File: src/rtl/pipe_hazard_ctrl.sv
// Pipeline hazard control: EX/MEM/WB scoreboard, stall/flush/freeze, halt drain, stall counter.
// Define FORWARDING_EN to reduce RAW stalls to load-use and produce EX forwarding selects.
module pipe_hazard_ctrl #(
    parameter int unsigned REG_AW       = 4,
    parameter int unsigned DRAIN_CYCLES = 3,
    parameter int unsigned CNT_W        = 16
) (
    input  logic              clk_i,
    input  logic              rst_ni,
    input  logic              id_valid_i,
    input  logic [REG_AW-1:0] id_rs_i,
    input  logic [REG_AW-1:0] id_rt_i,
    input  logic [REG_AW-1:0] id_rd_i,
    input  logic              id_use_rs_i,
    input  logic              id_use_rt_i,
    input  logic              id_reg_write_i,
    input  logic              id_is_load_i,
    input  logic              id_is_halt_i,
    input  logic              ex_branch_taken_i,
    input  logic              mem_busy_i,
    output logic              stall_f_o,
    output logic              stall_d_o,
    output logic              flush_d_o,
    output logic              flush_e_o,
    output logic              freeze_o,
    output logic [1:0]        fwd_a_sel_o,
    output logic [1:0]        fwd_b_sel_o,
    output logic              hlt_o,
    output logic [CNT_W-1:0]  stall_cycles_o
);

    localparam int unsigned DW = (DRAIN_CYCLES < 1) ? 1 : $clog2(DRAIN_CYCLES + 1);

    typedef struct packed {
        logic              valid;
        logic [REG_AW-1:0] rd;
        logic [REG_AW-1:0] rs;
        logic [REG_AW-1:0] rt;
        logic              reg_write;
        logic              is_load;
        logic              use_rs;
        logic              use_rt;
    } slot_t;

    typedef enum logic [1:0] {StRun, StDrain, StHalted} state_e;

    slot_t            ex_q, mem_q, wb_q, ex_d;
    state_e           state_q;
    logic [DW-1:0]    drain_q;
    logic             hlt_q;
    logic [CNT_W-1:0] stall_cnt_q, stall_cnt_d;
    logic             raw_hazard;
    logic             run;
    logic             halt_accept;
    logic             ex_load;

    function automatic logic reads_slot(slot_t s, logic use_rs, logic use_rt,
                                        logic [REG_AW-1:0] rs, logic [REG_AW-1:0] rt);
        return s.valid & s.reg_write & ((use_rs & (rs == s.rd)) | (use_rt & (rt == s.rd)));
    endfunction

`ifdef FORWARDING_EN
    // Newest producer wins: MEM result is younger than WB.
    function automatic logic [1:0] fwd_sel(logic use_src, logic [REG_AW-1:0] src,
                                           slot_t m, slot_t w);
        if (use_src & m.valid & m.reg_write & (m.rd == src)) begin
            return 2'b01;
        end
        if (use_src & w.valid & w.reg_write & (w.rd == src)) begin
            return 2'b10;
        end
        return 2'b00;
    endfunction

    always_comb begin
        raw_hazard  = id_valid_i & ex_q.is_load &
                      reads_slot(ex_q, id_use_rs_i, id_use_rt_i, id_rs_i, id_rt_i);
        fwd_a_sel_o = fwd_sel(ex_q.valid & ex_q.use_rs, ex_q.rs, mem_q, wb_q);
        fwd_b_sel_o = fwd_sel(ex_q.valid & ex_q.use_rt, ex_q.rt, mem_q, wb_q);
    end
`else
    always_comb begin
        raw_hazard  = id_valid_i &
                      (reads_slot(ex_q, id_use_rs_i, id_use_rt_i, id_rs_i, id_rt_i) |
                       reads_slot(mem_q, id_use_rs_i, id_use_rt_i, id_rs_i, id_rt_i));
        fwd_a_sel_o = 2'b00;
        fwd_b_sel_o = 2'b00;
    end
`endif

    logic unused_slot_bits;
    assign unused_slot_bits = ^{ex_q, mem_q, wb_q};

    assign run = (state_q == StRun);

    always_comb begin
        freeze_o  = mem_busy_i;
        stall_f_o = 1'b0;
        stall_d_o = 1'b0;
        flush_d_o = 1'b0;
        flush_e_o = 1'b0;
        if (mem_busy_i) begin
            // Frozen: every other control stays low.
        end else if (!run) begin
            stall_f_o = 1'b1;
            flush_d_o = 1'b1;
        end else if (ex_branch_taken_i) begin
            flush_d_o = 1'b1;
            flush_e_o = 1'b1;
        end else if (raw_hazard) begin
            stall_f_o = 1'b1;
            stall_d_o = 1'b1;
        end
    end

    assign halt_accept = run & ~freeze_o & id_valid_i & id_is_halt_i & ~stall_d_o & ~flush_d_o;
    assign ex_load     = run & id_valid_i & ~stall_d_o & ~flush_e_o;

    always_comb begin
        ex_d = '0;
        if (ex_load) begin
            ex_d.valid     = 1'b1;
            ex_d.rd        = id_rd_i;
            ex_d.rs        = id_rs_i;
            ex_d.rt        = id_rt_i;
            ex_d.reg_write = id_reg_write_i;
            ex_d.is_load   = id_is_load_i;
            ex_d.use_rs    = id_use_rs_i;
            ex_d.use_rt    = id_use_rt_i;
        end
    end

    always_comb begin
        stall_cnt_d = stall_cnt_q;
        if (stall_d_o && (stall_cnt_q != '1)) begin
            stall_cnt_d = stall_cnt_q + CNT_W'(1);
        end
    end

    always_ff @(posedge clk_i) begin
        if (!rst_ni) begin
            ex_q        <= '0;
            mem_q       <= '0;
            wb_q        <= '0;
            stall_cnt_q <= '0;
        end else begin
            if (!freeze_o) begin
                wb_q  <= mem_q;
                mem_q <= ex_q;
                ex_q  <= ex_d;
            end
            stall_cnt_q <= stall_cnt_d;
        end
    end

    always_ff @(posedge clk_i) begin
        if (!rst_ni) begin
            state_q <= StRun;
            drain_q <= '0;
            hlt_q   <= 1'b0;
        end else begin
            unique case (state_q)
                StRun: begin
                    if (halt_accept) begin
                        if (DRAIN_CYCLES == 0) begin
                            state_q <= StHalted;
                            hlt_q   <= 1'b1;
                        end else begin
                            state_q <= StDrain;
                            drain_q <= DW'(DRAIN_CYCLES);
                        end
                    end
                end
                StDrain: begin
                    if (!freeze_o) begin
                        if (drain_q <= DW'(1)) begin
                            state_q <= StHalted;
                            drain_q <= '0;
                            hlt_q   <= 1'b1;
                        end else begin
                            drain_q <= drain_q - DW'(1);
                        end
                    end
                end
                StHalted: begin
                    hlt_q <= 1'b1;
                end
                default: begin
                    state_q <= StRun;
                    drain_q <= '0;
                    hlt_q   <= 1'b0;
                end
            endcase
        end
    end

    assign hlt_o          = hlt_q;
    assign stall_cycles_o = stall_cnt_q;

endmodule
File: config.mk
export PLATFORM = sky130hd
export DESIGN_NAME = pipe_hazard_ctrl
export DESIGN_NICKNAME = d
export VERILOG_FILES = /design/src/rtl/pipe_hazard_ctrl.sv
export SDC_FILE = /design/constraint.sdc
export NUM_CORES = 1
export LEC_CHECK = 0
export CAP_MARGIN = 0
export CORE_ASPECT_RATIO = 0.9
export CORE_MARGIN = 3
export CORE_UTILIZATION = 50
export CTS_BUF_LIST = sky130_fd_sc_hd__clkbuf_2
export DETAILED_ROUTE_END_ITERATION = 8
export GPL_TIMING_DRIVEN = 1
export PLACE_DENSITY_LB_ADDON = 0.15
export RECOVER_POWER = 25
export SLEW_MARGIN = 40
export SYNTH_ARGS = -nofsm -noshare
export SYNTH_HDL_FRONTEND = slang
export SYNTH_SLANG_ARGS = --single-unit
File: constraint.sdc
create_clock -name clk_i -period 2.35 [get_ports clk_i]
set_clock_uncertainty 0.05 [all_clocks]
set_input_delay 0.47 -clock clk_i [delete_from_list [all_inputs] [get_ports clk_i]]
set_output_delay 0.47 -clock clk_i [all_outputs]
set_load 0.05 [all_outputs]
======== Word-level counts from Yosys, hierarchy flattened ========
Cells that the tools add are included.
Widths: inputs -> output; s select.
word-level totals
  register bits after elaboration ......... 33
  bits of input ports ..................... 22
  output and inout port bits .............. 26
  logic and storage cells ................. 77
operators by class
  add/subtract/negate cells ............... 2
  order comparisons ....................... 1
  equal/unequal tests ..................... 10
  mux-type cells .......................... 23
  bitwise operators ....................... 26
  reductions and logical operators ........ 5
operators with widths
  cell                   count
  $and 1x1->1            17
  $mux 17                1
  $add 16x1->16 const B  1
  $eq 4x4->1             4
  $ne 16x16->1 const B   1
  $mux 1                 13
  $mux 2                 6
  $pmux 2 s3             2
  $not 1->1              6
  $reduce_and 3->1       2
  $ne 2x2->1 const B     2
  $reduce_and 4->1       1
  $or 1x1->1             3
  $pmux 1 s3             1
  $eq 2x1->1 const B     1
  $eq 2x2->1 const B     1
  $le 2x1->1 const B     1
  $logic_not 2->1        1
  $ne 2x1->1 const B     1
  $sub 2x1->2 const B    1
  $logic_and 1x1->1      1

======== Logic depth before layout (Yosys ltp) ========
Gate-level depths: netlist of run 1.
  depth in word-level cells ............... 15
  mapped depth ............................ 10
  gate-level depth less buffers ........... 8

======== Worst setup path before layout of run 1 ========
No wires, ideal clock.
  kind .................................... input port to output port
  from .................................... in id_rs_i[1]
  to ...................................... out stall_f_o
  data arrival time ....................... 2.131 ns
  required time ........................... 1.830 ns
  slack ................................... -0.301 ns
  stages on the path ...................... 5
  buffers on the path ..................... 0
  cell sequence ........................... xor2_1 or4_1 o21ai_2 o21ai_0 a21oi_1
on the way
  word-level cells in the longest chain between the ends .. 10
  elaborated cells between the ends (all ways) .. 14
  classes of those cells .................. 2 x eq/ne; 4 x mux; 8 x bitwise
RTL lines
  item             line  text
  from (decl)      11    input logic [REG_AW-1:0] id_rs_i,
  $eq 4x4->1       59    return s.valid & s.reg_write & ((use_rs & (rs == s.rd)) | (use_rt & (rt == s.rd)));
  $and 1x1->1      59
  $or 1x1->1       59
  $and 1x1->1      59
  $or 1x1->1 (*)   84    (reads_slot(ex_q, id_use_rs_i, id_use_rt_i, id_rs_i, id_rt_i) |
  $and 1x1->1 (*)  83    raw_hazard = id_valid_i &
  $mux 1 (*)       110   end else if (raw_hazard) begin
  $mux 1 (*)       107   end else if (ex_branch_taken_i) begin
  $mux 1 (*)       104   end else if (!run) begin
  $mux 1 (*)       102   if (mem_busy_i) begin
  to (decl)        21    output logic stall_f_o,
Mark *: on every way between the ends. The rest lies on a longest branch, timed or not.

======== Worst setup path after layout of run 1 ========
  from .................................... reg mem_q[13] (netlist bit)
  to ...................................... out stall_f_o
on the way
  word-level cells in the longest chain between the ends .. 10
  elaborated cells between the ends (all ways) .. 12
  classes of those cells .................. 2 x eq/ne; 4 x mux; 6 x bitwise
RTL lines
  item                    line  text
  from (decl)             47    slot_t ex_q, mem_q, wb_q, ex_d;
  from (signal assigned)  149   mem_q <= ex_q;
  $eq 4x4->1              59
  $and 1x1->1             59
  $or 1x1->1 (*)          59
  $and 1x1->1 (*)         59
  $or 1x1->1 (*)          84
  $and 1x1->1 (*)         83
  $mux 1 (*)              110
  $mux 1 (*)              107
  $mux 1 (*)              104
  $mux 1 (*)              102
Marked as above.

==> summary.md, run 1 <==
| Metric | Value |
|---|---|
| Run status | finished with violations |
| Failing checks | setup timing |
| First-pass GRT wire length | 8010 microns |
| Hold Crit Class | reg -> reg |
| Critical path arrival | 1.98 ns |
| Via count | 1931 |
| Die W | 70.8 microns |
| Register area share after synthesis | 0.350 |
| Clk pin slew, worst setup/hold paths | 0.17 ns |
| Most area-hungry cell type in the Yosys netlist | dfxtp_1 |
| Final setup viols | 2 |
| Vias per inst | 5.80 |
| Port Buffers | 42 |
| Worst VDD drop | 0.289 mV |
| Critical path type | reg -> out |
| Worst skew pair latency | 0.39 ns |
| Final min period | 2.50 ns |
| Post-DRT Antenna Nets | 0 |
| Core area | 3500 sq um |
| Static leakage | 1.04 nW |
| Layout cell share with drive strength beyond 1 | 0.270 |
| Placer Congestion | 0.916 |
| Routed Wire Length | 5050 microns |
| Largest net degree at the start of global routing | 20 |
| RSZ-0062 raised after global routing | yes |
| Period utilization | 1.07 |
| Fmax | 399 MHz |
| Area grow syn2layout | 44.2% |
| Die span in y | 64.3 microns |
| Slew Viols, Final | 0 |
| Post-synth ARST share | 0 |
| Tot GR Track Use | 0.219 |
| CP startpoint kind | register |
| Std cell rows | 20 |
| H-tree depth | 2 |
| Syn. warnings | 0 |
| Fillers | 254 |
| Post-synthesis cell area | 1890 sq um |
| Top Ports | 48 |
| Die area | 4550 sq um |
| DR DRC count | 0 |
| Critical Path RT | 1.83 ns |
| # nets final | 314 |
| Iteration-0 DRC Markers | 146 |
| Register Area | 672 sq um |
| Ys flop type | dfxtp_1 |
| Final WS setup | -0.155 ns |
| Vias in the first global route | 1727 |
| CTS tree | yes |
| Worst-Margin Slew | 0.515 ns |
| Worst Setup End Kind | output port |
| Max-slew headroom | 0.655 |
| Final cell count without fillers | 333 |
| CTS root buffer | clkbuf_2 |
| Initial antenna violation count | 0 |
| Multi-input gate area | 1280 sq um |
| CTS Buf Count | 5 |
| Dpl hpwl | 3440 microns |
| Max Cap Viol | 0 |
| CTS sink count | 33 |
| Synthesis-stage register bit count | 33 |
| Synth area leaders | dfxtp_1 35%, mux2i_1 5.3%, xnor2_1 4.6% |
| PD cells | 392 nW/um^2 |
| Critical-path maximum fanout | 3 |
| Most numerous cell in the Yosys netlist | dfxtp_1 |
| DRT Pass-1 Iters | 4 |
| Top cells by count, synth | 33 x dfxtp_1, 18 x nand2_1, 16 x nor2_1 |
| Grt total ovfl | 0 |
| Number of diodes | 0 |
| Distinct cells, synth | 44 |
| Post-Synthesis Cells | 227 |
| Final Hold Fails | 0 |
| Starting Density | 0.539 |
| Post-synth EDFFs | 0 |
| Share of the synthesized area in the top cell type | 0.350 |
| Placed Cells incl. Taps | 320 |
| DR WL/cell | 15.2 microns |
| Max clock buf depth | 2 |
| Placement Setup Slack | -0.444 ns |
| Mapped Avg Cell Area | 8.32 sq um |
==> logic make-up after synthesis <==
group,Yosys count,synth area share
compound gates,46,0.160
mux,10,0.0530
other cells,1,0.00198
xor+xnor,16,0.0742
fa+ha+maj,4,0.0265
flops,33,0.350
simple gates,92,0.272
buf+inv,25,0.0623
==> flip-flops by register name, indices dropped and copies added, names as in the netlist <==
register,count
ex_q,6
mem_q,6
hlt_o,1
state_q,2
stall_cycles_o,16
drain_q,2
==> routing by layer <==
metal / up-vias / routed length [microns] / global-route usage
met3: 11 / 252 / 0.0440
met4: 0 / 77 / 0.0962
met1: 926 / 2350 / 0.301
met5: - / 0 / 0
met2: 56 / 2370 / 0.329
li1: 938 / - / -
==> critical path, cell delays in order, from the launching register on <==
cell	delay [ns]
dfxtp_2	0.38
xor2_1	0.16
or4_4	0.55
o21ai_4	0.10
o21ai_2	0.08
a21oi_2	0.18
buf_12	0.15
==> repair_timing <==
action	4_1_cts	5_1_grt
buffers inserted	4	1
gates resized for setup	14	27
hold buffers	0	0
pin swaps	1	8
endpoints found under the setup margin	2	13
==> power breakdown <==
part           switching (mW)  internal (mW)
combinational           0.112         0.0898
clock                   0.202         0.0877
sequential            0.00844          0.569
total                   0.322          0.746
==> placed cells by master (no fill, tap or decap), drive strengths merged, types with 2 or more instances in the layout <==
cell type / synthesis / layout
conb: 1 / 4
clkdlybuf4s50: 0 / 31
nor3: 4 / 4
inv: 8 / 8
o31ai: 3 / 3
dfxtp: 33 / 33
a21oi: 15 / 15
nand4: 11 / 11
clkbuf: 7 / 9
nand2: 18 / 18
nor2: 17 / 17
buf: 10 / 30
xor2: 6 / 6
xnor2: 10 / 10
mux2i: 10 / 10
a32o: 5 / 5
nand2b: 5 / 5
nor4: 7 / 7
or3: 6 / 6
o21ai: 13 / 13
and3: 2 / 2
ha: 4 / 4
a221oi: 3 / 3
nand3: 9 / 9
dlygate4sd2: 0 / 5
or4: 6 / 6
==> metrics by stage <==
step / instance area [sq um] / setup TNS [ns] / utilization / hold WS, ns / power, mW
global route: 2730 / -1.00 / 0.778 / 0.466 / 1.11
detailed placement: 2510 / -7.92 / 0.716 / 0.420 / 0.787
global placement: 2510 / -6.97 / 0.716 / 0.413 / 0.785
finish: 2730 / -0.293 / 0.778 / 0.440 / 1.07
CTS: 2590 / -0.285 / 0.740 / 0.441 / 1.07
floorplan: 1910 / -0.0230 / - / 0.405 / 0.702
==> cell type report <==
class                      count  share of cell area
clock buffer                   8              0.0147
inverter                       8              0.0110
multi-input combinational    172               0.470
sequential                    33               0.247
tap                           44              0.0202
timing repair buffer          68               0.238
==> path summary, 6_finish.rpt <==
path                           startpoint                        endpoint  slack, ns  depth (start not counted)
setup / recovery   mem_q[13]$_SDFFE_PN0N_                       stall_f_o      -0.15                          6
hold / removal    drain_q[1]$_SDFFE_PN0P_         drain_q[1]$_SDFFE_PN0P_       0.44                          2
setup reg to reg    ex_q[12]$_SDFFE_PN0N_  stall_cycles_o[2]$_SDFFE_PN0P_       0.01                         10
hold reg to reg   drain_q[1]$_SDFFE_PN0P_         drain_q[1]$_SDFFE_PN0P_       0.44                          2
(Power assumes the default switching activity.)
==> inputs of run 2 (changes only) <==
--- a/config.mk
+++ b/config.mk
@@ -13,7 +13,8 @@
 export DETAILED_ROUTE_END_ITERATION = 8
 export GPL_TIMING_DRIVEN = 1
 export PLACE_DENSITY_LB_ADDON = 0.15
-export RECOVER_POWER = 25
+export RECOVER_POWER = 100
+export REMOVE_ABC_BUFFERS = 1
 export SLEW_MARGIN = 40
 export SYNTH_ARGS = -nofsm -noshare
 export SYNTH_HDL_FRONTEND = slang
==> run 2 against run 1 <==
Net effect: the flow still finishes with violations (setup timing); flip-flop and latch count is the same; largest cell class unchanged; sequential power about the same; maximum frequency decreased by 1.0%; critical path type is now in -> out.
==> summary.md, run 2 (synthesis results as in run 1) <==
| Metric | Value |
|---|---|
| Run status | finished with violations |
| Failing checks | setup timing |
| Clk pin slew, worst setup/hold paths | 0.17 ns |
| Critical path type | in -> out |
| CTS root buffer | clkbuf_2 |
| Overall power consumption | 1.05 mW |
| Finished Core Util | 0.757 |
| DRT Pass-1 Iters | 4 |
| Grt total ovfl | 0 |
| Max clock buf depth | 2 |
| Slowest Stage Delay on Critical Path | 0.49 ns |
| DR DRC count | 0 |
| Most frequent cells in the layout | 27 x dfxtp_1, 22 x buf_4, 20 x clkdlybuf4s50_1, 18 x nand2_1, 16 x nor2_1 |
| Die area | 4550 sq um |
| Vias per inst | 5.67 |
| Layout cell share with drive strength beyond 1 | 0.225 |
| Iteration-0 DRC Markers | 113 |
| Final min period | 2.53 ns |
| Port Buffers | 42 |
| Static leakage | 1.04 nW |
| Hold Crit Depth | 2 |
| Starting Density | 0.539 |
| Max Cap Viol | 0 |
| Placement Setup Slack | -0.428 ns |
| Die W | 70.8 microns |
| Hold Crit Class | reg -> reg |
| Hold Path End | hlt_o$_SDFFE_PN0P_ |
| Reg2Reg Depth | 10 |
| Final setup viols | 13 |
| Worst-Margin Slew | 0.553 ns |
| PD cells | 395 nW/um^2 |
| Largest register FFs | 16 |
| Worst skew pair latency | 0.38 ns |
| Initial antenna violation count | 0 |
| CTS tree | yes |
| Top Ports | 48 |
| Final Hold Fails | 0 |
| Reg2reg setup slack | -0.04 ns |
| Internal power | 0.730 mW |
| Area grow syn2layout | 40.3% |
| Slew Viols, Final | 0 |
| Largest net degree at the start of global routing | 18 |
| CP startpoint kind | input port |
| Critical Path RT | 1.83 ns |
| Seq pwr share | 0.550 |
| Combinational share of power | 0.188 |
| Worst Setup End Kind | output port |
| Hold WS | 0.444 ns |
| # nets final | 314 |
| Core area | 3500 sq um |
| Critical-path maximum fanout | 2 |
| Clock power frac | 0.262 |
| Commonest non-fill, non-tap cell in the layout | dfxtp_1 |
| CP max stage cell | or4_4 |
| Fmax | 395 MHz |
| Via count | 1887 |
| H-tree depth | 2 |
| First-pass GRT wire length | 8360 microns |
| Switching share of total power | 0.303 |
| Hold_sp | hlt_o$_SDFFE_PN0P_ |
| Die span in y | 64.3 microns |
| Tot GR Track Use | 0.230 |
| Worst VDD drop | 0.387 mV |
| Max-slew headroom | 0.628 |
| Crit path max-delay family | simple AND/OR/NAND/NOR gates |
| Reg2reg start | ex_q[14]$_SDFFE_PN0N_ |
| Final WS setup | -0.180 ns |
| Post-CTS Hold Fix Bufs | 0 |
| Std cell rows | 20 |
| CTS sink count | 33 |
| Critical path arrival | 2.01 ns |
| Dpl hpwl | 3540 microns |
| DR WL/cell | 15.6 microns |
| RSZ-0062 raised after global routing | yes |
| Routed Wire Length | 5180 microns |
| R2R Path End | stall_cycles_o[6]$_SDFFE_PN0P_ |
| Post-DRT Antenna Nets | 0 |
| Number of diodes | 0 |
| Setup TNS | -0.562 ns |
| Period utilization | 1.08 |
| P_sw | 0.318 mW |
| CTS Buf Count | 5 |
| Vias in the first global route | 1796 |
| Critical Path, Cell by Cell | clkdlybuf4s15_1 > xnor2_2 > nand4_1 > or4_4 > o21ai_2 > o21ai_1 > a21oi_2 > clkbuf_16 |
| Placer Congestion | 0.880 |
| Buffers & Inverters on Critical Path | 2 |
run 2: cell types whose count changed in the layout (fill, tap and decap cells not counted), sizes merged, moves of 2 or more:
cell / delta
clkdlybuf4s50: -11
clkbuf: +2
clkinv: +2
dlygate4sd3: +11
buf: -4
run 2: worst max-delay path by stage:
stage | startpoint | endpoint | slack, ns | cells past startpoint
2_1_floorplan | id_rs_i[1] | stall_f_o | -0.30 | 5
3_3_place_gp | id_rs_i[2] | stall_f_o | -0.40 | 8
3_5_place_dp | id_rs_i[1] | stall_f_o | -0.43 | 7
4_1_cts | ex_q[14]$_SDFFE_PN0N_ | stall_f_o | -0.21 | 7
5_1_grt | ex_q[14]$_SDFFE_PN0N_ | stall_f_o | -0.30 | 7
6_report | id_rs_i[2] | stall_f_o | -0.18 | 8
run 2: timing repair:
action,in CTS,in global routing
setup endpoints to repair,3,17
pin swaps,6,1
gates resized for setup,20,16
buffers inserted,6,0
run 2: layout make-up:
| cell class | instances | area [sq um] |
|---|---|---|
| Multi-Input combinational cell | 172 | 1210 |
| Sequential cell | 33 | 673 |
| Clock inverter | 2 | 10.0 |
| Clock buffer | 6 | 30.0 |
| Fill cell | 253 | 852 |
| Tap cell | 44 | 55.1 |
| Timing Repair Buffer | 68 | 638 |
| Inverter | 8 | 30.0 |
run 2: per-layer routing:
metal  wire length (microns)  track usage  up-vias
met2                    2530        0.362       68
met4                      85        0.103        0
met3                     304       0.0535        9
met1                    2260        0.297      867
li1                        -            -      943
met5                       0            0        -
run 2: worst min-delay path: cells and delay by family (launching register included):
family | cells | cell delay [ns]
DFF | 1 | 0.34
AOI/OAI and AO/OA | 2 | 0.12
run 2: per-stage QoR:
stage / cells / area [sq um]
finish: 333 / 2650
global route: 333 / 2650
CTS: 333 / 2630
detailed placement: 319 / 2500
global placement: 319 / 2500
floorplan: 213 / 1810
run 2: power groups by stage:
stage / Sequential (mW) / Combinational, mW / Clock (mW)
6_report: 0.577 / 0.197 / 0.274
5_1_grt: 0.579 / 0.211 / 0.317
4_1_cts: 0.576 / 0.201 / 0.281
3_5_place_dp: 0.591 / 0.195 / 0
3_3_place_gp: 0.590 / 0.193 / 0
2_1_floorplan: 0.589 / 0.0911 / 0
